$ cat src/rtl/convolution_index_seq.sv
`default_nettype none
// convolution_index_seq: walks output index n and inner index k of a direct-form
// convolution, issuing (x[k], y[n-k], z[n]) terms with first/last-of-sum flags.
module convolution_index_seq #(
  parameter int DATAWIDTH = 5
) (
  input  logic                 clk,
  input  logic                 rsth,
  input  logic                 starth,
  input  logic [DATAWIDTH-1:0] size_x,
  input  logic [DATAWIDTH-1:0] size_y,
  input  logic                 readyh,
  output logic                 valid_o,
  output logic [DATAWIDTH-1:0] addr_x,
  output logic [DATAWIDTH-1:0] addr_y,
  output logic [DATAWIDTH:0]   addr_z,
  output logic                 first_o,
  output logic                 last_o,
  output logic                 busy_o,
  output logic                 done_o
);

  localparam logic [DATAWIDTH:0]   C_N_ONE = (DATAWIDTH+1)'(1);
  localparam logic [DATAWIDTH:0]   C_N_TWO = (DATAWIDTH+1)'(2);
  localparam logic [DATAWIDTH-1:0] C_K_ONE = DATAWIDTH'(1);

  typedef enum logic [1:0] {
    S_IDLE = 2'd0,
    S_RUN  = 2'd1,
    S_DONE = 2'd2
  } state_t;

  state_t               r_state;
  logic [DATAWIDTH-1:0] r_nx;
  logic [DATAWIDTH-1:0] r_ny;
  logic [DATAWIDTH:0]   r_n;
  logic [DATAWIDTH-1:0] r_k;
  logic [DATAWIDTH-1:0] r_ay;
  logic                 r_valid;
  logic                 r_first;
  logic                 r_last;
  logic                 r_busy;
  logic                 r_done;

  logic [DATAWIDTH:0]   w_nxm1;
  logic [DATAWIDTH:0]   w_nym1;
  logic [DATAWIDTH:0]   w_nlast;
  logic [DATAWIDTH:0]   w_n1;
  logic [DATAWIDTH:0]   w_kend;
  logic [DATAWIDTH:0]   w_kstart1;
  logic [DATAWIDTH:0]   w_kend1;
  logic [DATAWIDTH-1:0] w_k1;

  // Bounds are evaluated one bit wider than the sizes so Nx+Ny-2 never wraps.
  assign w_nxm1    = {1'b0, r_nx} - C_N_ONE;
  assign w_nym1    = {1'b0, r_ny} - C_N_ONE;
  assign w_nlast   = {1'b0, r_nx} + {1'b0, r_ny} - C_N_TWO;
  assign w_n1      = r_n + C_N_ONE;
  assign w_k1      = r_k + C_K_ONE;
  assign w_kend    = (r_n < w_nxm1) ? r_n : w_nxm1;
  assign w_kstart1 = (w_n1 > w_nym1) ? (w_n1 - w_nym1) : '0;
  assign w_kend1   = (w_n1 < w_nxm1) ? w_n1 : w_nxm1;

  always_ff @(posedge clk or posedge rsth) begin
    if (rsth) begin
      r_state <= S_IDLE;
      r_nx    <= '0;
      r_ny    <= '0;
      r_n     <= '0;
      r_k     <= '0;
      r_ay    <= '0;
      r_valid <= 1'b0;
      r_first <= 1'b0;
      r_last  <= 1'b0;
      r_busy  <= 1'b0;
      r_done  <= 1'b0;
    end else begin
      case (r_state)
        S_IDLE: begin
          r_done <= 1'b0;
          if (starth) begin
            r_nx <= size_x;
            r_ny <= size_y;
            r_n  <= '0;
            r_k  <= '0;
            r_ay <= '0;
            if ((size_x == '0) || (size_y == '0)) begin
              r_state <= S_DONE;
              r_done  <= 1'b1;
            end else begin
              // Sum 0 always has exactly one term, so it is both first and last.
              r_state <= S_RUN;
              r_valid <= 1'b1;
              r_busy  <= 1'b1;
              r_first <= 1'b1;
              r_last  <= 1'b1;
            end
          end
        end
        S_RUN: begin
          if (readyh) begin
            if ({1'b0, r_k} < w_kend) begin
              r_k     <= w_k1;
              r_ay    <= r_ay - C_K_ONE;
              r_first <= 1'b0;
              r_last  <= ({1'b0, w_k1} == w_kend);
            end else if (r_n == w_nlast) begin
              r_state <= S_DONE;
              r_n     <= '0;
              r_k     <= '0;
              r_ay    <= '0;
              r_valid <= 1'b0;
              r_busy  <= 1'b0;
              r_first <= 1'b0;
              r_last  <= 1'b0;
              r_done  <= 1'b1;
            end else begin
              r_n     <= w_n1;
              r_k     <= DATAWIDTH'(w_kstart1);
              r_ay    <= DATAWIDTH'(w_n1 - w_kstart1);
              r_first <= 1'b1;
              r_last  <= (w_kstart1 == w_kend1);
            end
          end
        end
        S_DONE: begin
          r_done  <= 1'b0;
          r_state <= S_IDLE;
        end
        default: r_state <= S_IDLE;
      endcase
    end
  end

  assign valid_o = r_valid;
  assign addr_x  = r_k;
  assign addr_y  = r_ay;
  assign addr_z  = r_n;
  assign first_o = r_first;
  assign last_o  = r_last;
  assign busy_o  = r_busy;
  assign done_o  = r_done;

endmodule
`default_nettype wire

$ cat config.mk
export PLATFORM = sky130hd
export DESIGN_NAME = convolution_index_seq
export DESIGN_NICKNAME = d
export VERILOG_FILES = /design/src/rtl/convolution_index_seq.sv
export SDC_FILE = /design/constraint.sdc
export NUM_CORES = 1
export LEC_CHECK = 0
export ABC_CLOCK_PERIOD_IN_PS = 3830
export BUFFER_PORTS_ARGS = -buffer_cell sky130_fd_sc_hd__clkbuf_2
export CAP_MARGIN = 20
export CORE_ASPECT_RATIO = 0.5
export CORE_UTILIZATION = 54
export DETAILED_ROUTE_END_ITERATION = 7
export PLACE_DENSITY = 0.79
export RECOVER_POWER = 50
export SYNTH_ARGS = -nofsm -noshare
export SYNTH_HDL_FRONTEND = slang
export SYNTH_SLANG_ARGS = --single-unit
$ cat constraint.sdc
create_clock -name clk -period 3.83 [get_ports clk]
set_input_delay 0.5745 -clock clk [delete_from_list [all_inputs] [get_ports clk]]
set_output_delay 0.5745 -clock clk [all_outputs]
set_load 0.01 [all_outputs]
==> results of run 1 <==
[worst min path at each step]
stage | to
floorplan | r_ny[4]
global placement | r_ny[4]
detailed placement | first_o
CTS | addr_z[1]
global route | first_o
finish | first_o
[cell type report]
class / count / share of cell area
Multi-Input combinational cell: 270 / 0.5888
Sequential cell: 32 / 0.1993
Timing Repair Buffer: 70 / 0.1200
Clock buffer: 6 / 0.03434
Inverter: 35 / 0.03249
Tap cell: 73 / 0.02259
Clock inverter: 2 / 0.002475
[worst max-delay path: cells and delay by family, from the launching register on]
kind,cells,cell delay (ns)
AO/OA/AOI/OAI,11,1.88
adder cells (fa/ha/maj),3,0.81
flip-flops,1,0.43
AND/OR/NAND/NOR,4,0.37
buffers and inverters,2,0.22
[cell usage in the layout (no fill, tap or decap), types with 4 or more instances in the layout]
cell type / instances
xnor2_1: 24
a21o_1: 5
ha_4: 4
o21ai_1: 7
a22o_1: 7
xor2_1: 14
nand2_1: 19
dfrtp_2: 4
nand3_1: 10
buf_4: 29
a21oi_1: 9
clkbuf_2: 34
nor2b_1: 5
o21a_1: 5
nand2b_1: 6
inv_1: 33
ha_1: 32
a21oi_2: 4
clkbuf_16: 6
o21ai_0: 18
mux2i_1: 9
mux2_2: 10
dfrtp_1: 28
nor2_1: 11
[kinds of logic after synthesis]
group,Yosys count,share of synthesized area
compound gates,85,0.1970
simple gates,82,0.1367
buf+inv,44,0.05755
xor+xnor,42,0.1222
fa+ha+maj,40,0.1637
flops,32,0.2506
mux,21,0.07243
[state kept, by name (all words and copies together), names as in the netlist]
signal	cells
r_ny	5
last_o	1
addr_x	5
addr_z	6
first_o	1
r_state	2
busy_o	1
addr_y	5
done_o	1
r_nx	5
[what timing repair did]
action	CTS	global route
gates cloned	0	1
gates resized for setup	4	41
pin swaps	1	22
endpoints found under the setup margin	7	21
setup buffers	1	8
[metrics by stage]
stage	setup TNS [ns]	util	instance area (sq um)	hold WS (ns)	setup WS (ns)
floorplan	0	-	3196	0.4794	0.07271
global placement	0	0.6443	3600	0.4945	0.1309
detailed placement	-0.3069	0.6443	3600	0.5015	-0.1002
CTS	0	0.6775	3785	0.3853	0.005612
global route	-1.476	0.7239	4044	0.5423	-0.1408
finish	0	0.7239	4044	0.5140	0.004350
[metal layers]
layer  vias up  share of wire  wire [um]  GRT usage
li1       1359              -          -          -
met1      1409           0.47       4103     0.3966
met2       124           0.45       3931     0.4410
met3        33          0.064        565    0.05292
met4         0          0.023        204    0.07048
met5         -              0          0          0
==> flow_summary.ini, run 1 <==
[status]
status = finished, violations left
violations = capacitance limit, slew limit

[layout]
multi_input_area_sq_um = 2381
stdcell_count = 488
n_fill_cell = 382
drive_gt1_frac = 0.3277
area_growth_syn_to_layout_pct = 26.55
n_antenna_cell = 0
seq_area_sq_um = 805.8
final_nets = 468

[sta]
max_freq_mhz = 261.4
hold_viol = 0
rsz0062_at_grt = yes
skew_ns = 0.008424
slew_headroom = -0.2235
post-route-period-util = 0.9989
slew_viol_final = 33
finalCriticalPeriod_ns = 3.826
worst_pin_slew_ns = 1.835
setup_viol = 0

[place]
io_buffers = 34
placedCellCount = 470
dp_hpwl_um = 6463
gp_congestion = 0.9310

[cts]
cts_hold_buf = 0
clockRootBuffer = clkbuf_16
htreeDepth = 2
numCtsBuffers = 5
cts_tree = built
clkSinkCount = 32
clockBufferDepth = 2
path_clk_slew_ns = 0.06
worstSkewPairLatency_ns = 0.28

[critical_path]
r2r_start = r_nx[1]
arrival_ns = 3.98
slowest_stage = dfrtp_1
crit_chain = inv_2, ha_4, ha_4, o21ai_2, nand2b_1, a221oi_4, o21ai_4, nand2_1, o21ai_1, ha_1, nor2b_4, o21a_1, o21a_1, o21a_1, o221ai_4, nor2_4, a21oi_2, buf_4, o21ai_1, a21boi_2
path_class = reg -> reg
cpPeakStageDelay_ns = 0.43
reg2reg_setup_slack_ns = 0.004
worst-r2r-cell-count = 20
r2r-end = r_state[1]
startpoint_type = register
crit_start = r_nx[1]
endpoint = r_state[1]
crit_path_end_kind = register
path_max_fanout = 5
required_ns = 3.98
cpMostUsedCell = o21a_1

[global_route]
grt_max_degree = 33
first_global_vias = 2856
grt_pass1_wl_um = 13790
grt_use_total = 0.2796
antenna_found_initial = 0
globalRouteOverflowTotal = 0

[route]
wl_um = 8804
drtIter0Drc = 202
drc = 0
via_per_inst = 5.994
postRouteAntennaNets = 0
wl_per_cell_um = 18.04
num_vias = 2925
first_pass_iters = 5

[logic_synthesis]
synth_edf_count = 0
yosys.area.top_type = dfrtp_1
yosysWarnings = 0
synth_cells = 346
syn_area_sq_um = 3196
synth_fp_nets = 400
synth_top_area_frac = 0.2506
avgSynthCellArea_sq_um = 9.236
synth.most_common_cell = ha_1
synthTopCellsByCount = ha_1 (37), inv_1 (35), dfrtp_1 (32)
ys_seq_area_frac = 0.2506
synth.distinct_cells = 60
async_reset_ff_frac = 1.000
ys_top_cells_by_area = dfrtp_1 (25%), ha_1 (14%), xnor2_1 (6.9%)
synth-seq-cells = 32
synth-main-ff-cell = dfrtp_1

[floorplan]
start_util = 0.5720
ios = 35
die_h_um = 56.40
dieArea_sq_um = 6248
row_count = 19
die_x_um = 110.8
core_sq_um = 5587

[flow_run]
drv_cap = 1

[min_path]
hold_path_depth = 1
min_from = first_o
hold_class = reg -> reg
Power of run 1 is not shown: default switching activity piles up to over one toggle a cycle in this logic, so the estimate is an artifact.
==> run 2: changes to the inputs <==
--- a/config.mk
+++ b/config.mk
@@ -11,5 +11,5 @@
 export CORE_ASPECT_RATIO = 0.5
-export CORE_UTILIZATION = 54
+export CORE_UTILIZATION = 30
 export DETAILED_ROUTE_END_ITERATION = 7
-export PLACE_DENSITY = 0.79
+export PLACE_DENSITY = 0.5
 export RECOVER_POWER = 50
==> constraint.sdc (replaced) <==
create_clock -name clk -period 3.83 [get_ports clk]
set_input_delay 0 -clock clk [delete_from_list [all_inputs] [get_ports clk]]
set_output_delay 0 -clock clk [all_outputs]
set_load 0.01 [all_outputs]
==> flow_summary.ini, run 2 (synthesis gave the netlist of run 1 again) <==
[global_route]
grt_max_degree = 33
grt_pass1_wl_um = 14170
grt_use_total = 0.1680
antenna_found_initial = 0
globalRouteOverflowTotal = 0
first_global_vias = 2638

[place]
io_buffers = 34
place_area_sq_um = 3759
placedCellCount = 547
dp_hpwl_um = 6896
gp_congestion = 0.7897

[layout]
largest_reg_flops = 6
layout_common_cells = buf_4 (37), inv_1 (33), ha_1 (33), dfrtp_1 (30)
stdcell_count = 570
final_nets = 483
area_growth_syn_to_layout_pct = 29.99
final_common_cell = buf_4
n_fill_cell = 1087
drive_gt1_frac = 0.2744
n_antenna_cell = 0
finish.instance_area_sq_um = 4154

[cts]
htreeDepth = 2
path_clk_slew_ns = 0.06
clockRootBuffer = clkbuf_16
cts_tree = built
clkSinkCount = 32
clockBufferDepth = 2
worstSkewPairLatency_ns = 0.28
numCtsBuffers = 5

[power_and_ir_drop]
p_leak_uw = 0.001899
netSwitchingFraction = 0.4599
share_comb_of_total_power = 0.758
p_seq_frac = 0.133
powerDensity_nw_per_um2 = 1032
peakVddDrop_v = 0.0003191
p_int_uw = 2315
switching_power_uw = 1971
clkPwrFrac = 0.110

[critical_path]
path_class = reg -> reg
path_max_fanout = 7
required_ns = 4.00
arrival_ns = 3.84
crit_path_end_kind = register
startpoint_type = register

[route]
met3_length_um = 254
drc = 0
via_per_inst = 4.756
met1_length_um = 4847
first_pass_iters = 4
postRouteAntennaNets = 0
num_vias = 2711
met2_length_um = 3529
wl_um = 8668
drtIter0Drc = 130
wl_per_cell_um = 15.21
top_layer = met4

[status]
violations = capacitance limit, slew limit
status = finished, violations left

[floorplan]
die_h_um = 74.98
die_x_um = 148.0
row_count = 26
start_util = 0.3109
dieArea_sq_um = 11090
core_sq_um = 10280
ios = 35

[sta]
max_freq_mhz = 272.6
tns_ns = 0
finalCriticalPeriod_ns = 3.668
hold_viol = 0
hold_slack_ns = 0.1324
slew_headroom = -0.2797
skew_ns = 0.006864
worst_pin_slew_ns = 1.920
post-route-period-util = 0.9577
slew_viol_final = 33
setup_viol = 0

[min_path]
hold_class = in -> reg

[flow_run]
drv_cap = 1
-- run 2: path summary, 6_finish.rpt --
path | start | end | slack, ns | cells past startpoint
max reg2reg | r_nx[1] | done_o | 0.16 | 19
min reg2reg | first_o | first_o | 0.52 | 1
max in group asynchronous | rsth | addr_z[1] | 1.65 | 4
min | starth | r_state[1] | 0.13 | 4
max | r_nx[1] | done_o | 0.16 | 19
min in group asynchronous | rsth | r_nx[4] | 0.94 | 4
-- run 2: layer usage --
| metal | vias up | track usage |
|---|---|---|
| met1 | 1274 | 0.2508 |
| met5 | - | 0 |
| li1 | 1392 | - |
| met4 | 0 | 0.03093 |
| met3 | 4 | 0.03273 |
| met2 | 41 | 0.2509 |
-- run 2: stage by stage --
step | total power [uW] | util | setup slack (ns)
after detailed placement | 3605 | 0.3656 | -0.03626
after CTS | 4109 | 0.3931 | 0.01856
after global routing | 4729 | 0.4041 | -0.01904
final | 4286 | 0.4041 | 0.1621
after floorplan | 2825 | - | 0.07271
after global placement | 3591 | 0.3656 | -0.06626
-- run 2: power groups by stage --
stage | Combinational [uW] | Sequential (uW) | Clock [uW]
after floorplan | 2260 | 569 | 0
after global placement | 3020 | 568 | 0
after detailed placement | 3040 | 568 | 0
after CTS | 3070 | 563 | 480
after global routing | 3640 | 589 | 501
final | 3250 | 568 | 469
-- run 2: cell type report --
| type | instances | area (sq um) | share of cell area |
|---|---|---|---|
| Sequential cell | 32 | 803.3 | 0.1934 |
| Inverter | 35 | 131.4 | 0.03163 |
| Timing Repair Buffer | 85 | 565.5 | 0.1361 |
| Multi-Input combinational cell | 270 | 2311 | 0.5563 |
| Tap cell | 140 | 175.2 | 0.04217 |
| Clock inverter | 3 | 42.54 | 0.01024 |
| Clock buffer | 5 | 125.1 | 0.03012 |
-- run 2: worst max-delay path, stage by stage (launching register included) --
cell,delay [ns]
dfrtp_1,0.42
inv_2,0.11
ha_4,0.15
nor3b_4,0.22
xnor2_2,0.15
buf_4,0.17
a31oi_2,0.26
o21ai_4,0.12
nand2_1,0.08
o21ai_1,0.06
ha_1,0.26
nor2b_1,0.12
o21a_1,0.16
o21a_1,0.16
o21a_1,0.21
o221ai_4,0.32
nor2_4,0.07
a21oi_2,0.15
nor2_1,0.08
mux2_4,0.29
-- run 2: what timing repair did --
item	CTS	global route
endpoints found under the setup margin	1	20
resized for setup	1	21
hold endpoints to repair	42	0
pin swaps	0	11
cloned	0	1
setup buffers	0	3
hold buffers	11	0
(Power assumes the default switching activity.)
==> run 3: changes to the inputs <==
- PLACE_DENSITY: 0.5 -> not set
- PLACE_DENSITY_LB_ADDON: not set -> 0.12
==> flow_summary.ini, run 3 (synthesis gave the netlist of run 1 again) <==
[critical_path]
worst-r2r-cell-count = 18
arrival_ns = 3.90
required_ns = 3.99
crit_start = r_nx[1]
r2r-end = done_o
cpPeakStageDelay_ns = 0.39
crit_chain = buf_4, nor3_4, nand3_2, ha_4, o221ai_2, o21ai_4, nand2_1, o21ai_1, ha_1, nor2b_4, o21a_1, o21a_1, o21a_1, o221ai_4, nor2_4, a21oi_2, nor2_1, mux2_4
crit_family = compound AO/OA/AOI/OAI gates
path_max_fanout = 7
r2r_start = r_nx[1]
path_class = reg -> reg
endpoint = done_o
slowest_stage = dfrtp_1
startpoint_type = register
cpMostUsedCell = o21a_1
reg2reg_setup_slack_ns = 0.09
crit_path_end_kind = register
critPathBufInv = 1
cp_num_cells = 18

[global_route]
grt_use_met2 = 0.2686
grt_max_degree = 33
grt_use_total = 0.1743
grt_use_met1 = 0.2579
met3_usage = 0.03091
antenna_found_initial = 0
busiest_layer = met2
first_global_vias = 2724
grt_pass1_wl_um = 14630
globalRouteOverflowTotal = 0

[floorplan]
die_x_um = 148.0
die_h_um = 74.98
start_util = 0.3109
core_sq_um = 10280
dieArea_sq_um = 11090
row_count = 26
ios = 35

[sta]
setup_viol = 0
rsz0062_at_grt = yes
slew_headroom = -0.2892
hold_viol = 0
slew_viol_final = 33
skew_ns = 0.008658
post-route-period-util = 0.9764
finalCriticalPeriod_ns = 3.740
max_freq_mhz = 267.4
worst_pin_slew_ns = 1.934

[place]
gp_congestion = 0.8329
place_area_sq_um = 3759
io_buffers = 34
dp_hpwl_um = 7541

[route]
wl_per_cell_um = 16.34
wl_um = 9382
first_pass_iters = 4
via_per_inst = 4.902
num_vias = 2814
drc = 0
drtIter0Drc = 81
postRouteAntennaNets = 0

[flow_run]
drv_cap = 1

[cts]
cts_tree = built
path_clk_slew_ns = 0.05
worstSkewPairLatency_ns = 0.28
clockRootBuffer = clkbuf_16
numCtsBuffers = 5
clkSinkCount = 32
htreeDepth = 2
clockBufferDepth = 2

[power_and_ir_drop]
clkPwrFrac = 0.110
switching_power_uw = 2059
p_int_uw = 2457
p_leak_uw = 0.001950
peakVddDrop_v = 0.0003259
p_seq_frac = 0.129
powerDensity_nw_per_um2 = 1071
netSwitchingFraction = 0.4559
share_comb_of_total_power = 0.762

[layout]
n_fill_cell = 1053
largest_reg_flops = 6
final_common_cell = buf_4
layout_common_cells = buf_4 (41), inv_1 (33), ha_1 (33), dfrtp_1 (30), clkbuf_2 (29)
finish.instance_area_sq_um = 4217
post-route-util = 0.4102
final_nets = 487
drive_gt1_frac = 0.2926
area_growth_syn_to_layout_pct = 31.95
n_antenna_cell = 0

[min_path]
hold_class = in -> reg
hold_path_depth = 4

[status]
status = finished, violations left
violations = capacitance limit, slew limit
[run 3: cell types whose count changed in the layout (fill, tap and decap cells not counted), sizes merged]
cell,previous run,this run
clkinv,1,0
buf,39,43
clkinvlp,1,0
clkbuf,40,42
[run 3: per-stage QoR]
step                cells  setup slack, ns  hold slack (ns)  total power (uW)  setup TNS (ns)
floorplan             346          0.07271           0.1162              2825               0
global placement      547          0.09007           0.1052              3609               0
CTS                   566         0.002792           0.1265              4220               0
detailed placement    547         -0.01690           0.1082              3687        -0.01690
finish                574          0.09021           0.1290              4516               0
global route          574         -0.08657           0.1905              4902         -0.5356
[run 3: area by class of cell]
class                      instances  area (sq um)  share of cell area
clock buffer                       7         152.6             0.03620
clock inverter                     1         30.03            0.007122
inverter                          35         131.4             0.03116
multi-input combinational        270          2322              0.5507
sequential                        32         803.3              0.1905
tap                              140         175.2             0.04154
timing repair buffer              89         601.8              0.1427
[run 3: power groups by stage]
stage,Combinational [uW],Sequential (uW),Clock [uW]
3_3_place_gp,3030,578,0
6_report,3440,581,495
2_1_floorplan,2260,569,0
3_5_place_dp,3110,580,0
5_1_grt,3780,600,520
4_1_cts,3140,575,509
[run 3: how the worst min path moves through the flow]
stage                 end  slack, ns   start
5_1_grt        r_state[1]       0.19  starth
6_report       r_state[1]       0.13  starth
4_1_cts        r_state[1]       0.13  starth
3_3_place_gp      r_ny[1]       0.11    rsth
2_1_floorplan   addr_x[0]       0.12    rsth
3_5_place_dp      r_ny[1]       0.11    rsth
[run 3: routing by layer]
| layer | routed length [um] | part of all wire |
|---|---|---|
| met5 | 0 | 0 |
| met2 | 3974 | 0.42 |
| met1 | 5059 | 0.54 |
| met3 | 299 | 0.032 |
| met4 | 48 | 0.0051 |
[run 3: repair_timing]
item,CTS,global route
pin swaps,0,12
hold buffers,11,0
gates cloned,0,1
setup endpoints to repair,1,20
setup buffers,0,7
hold endpoints to repair,42,0
gates resized for setup,1,25
[run 3: worst min-delay path: stages]
cell,delay (ns)
clkbuf_2,0.11
inv_1,0.05
o21ai_0,0.13
a21boi_0,0.08
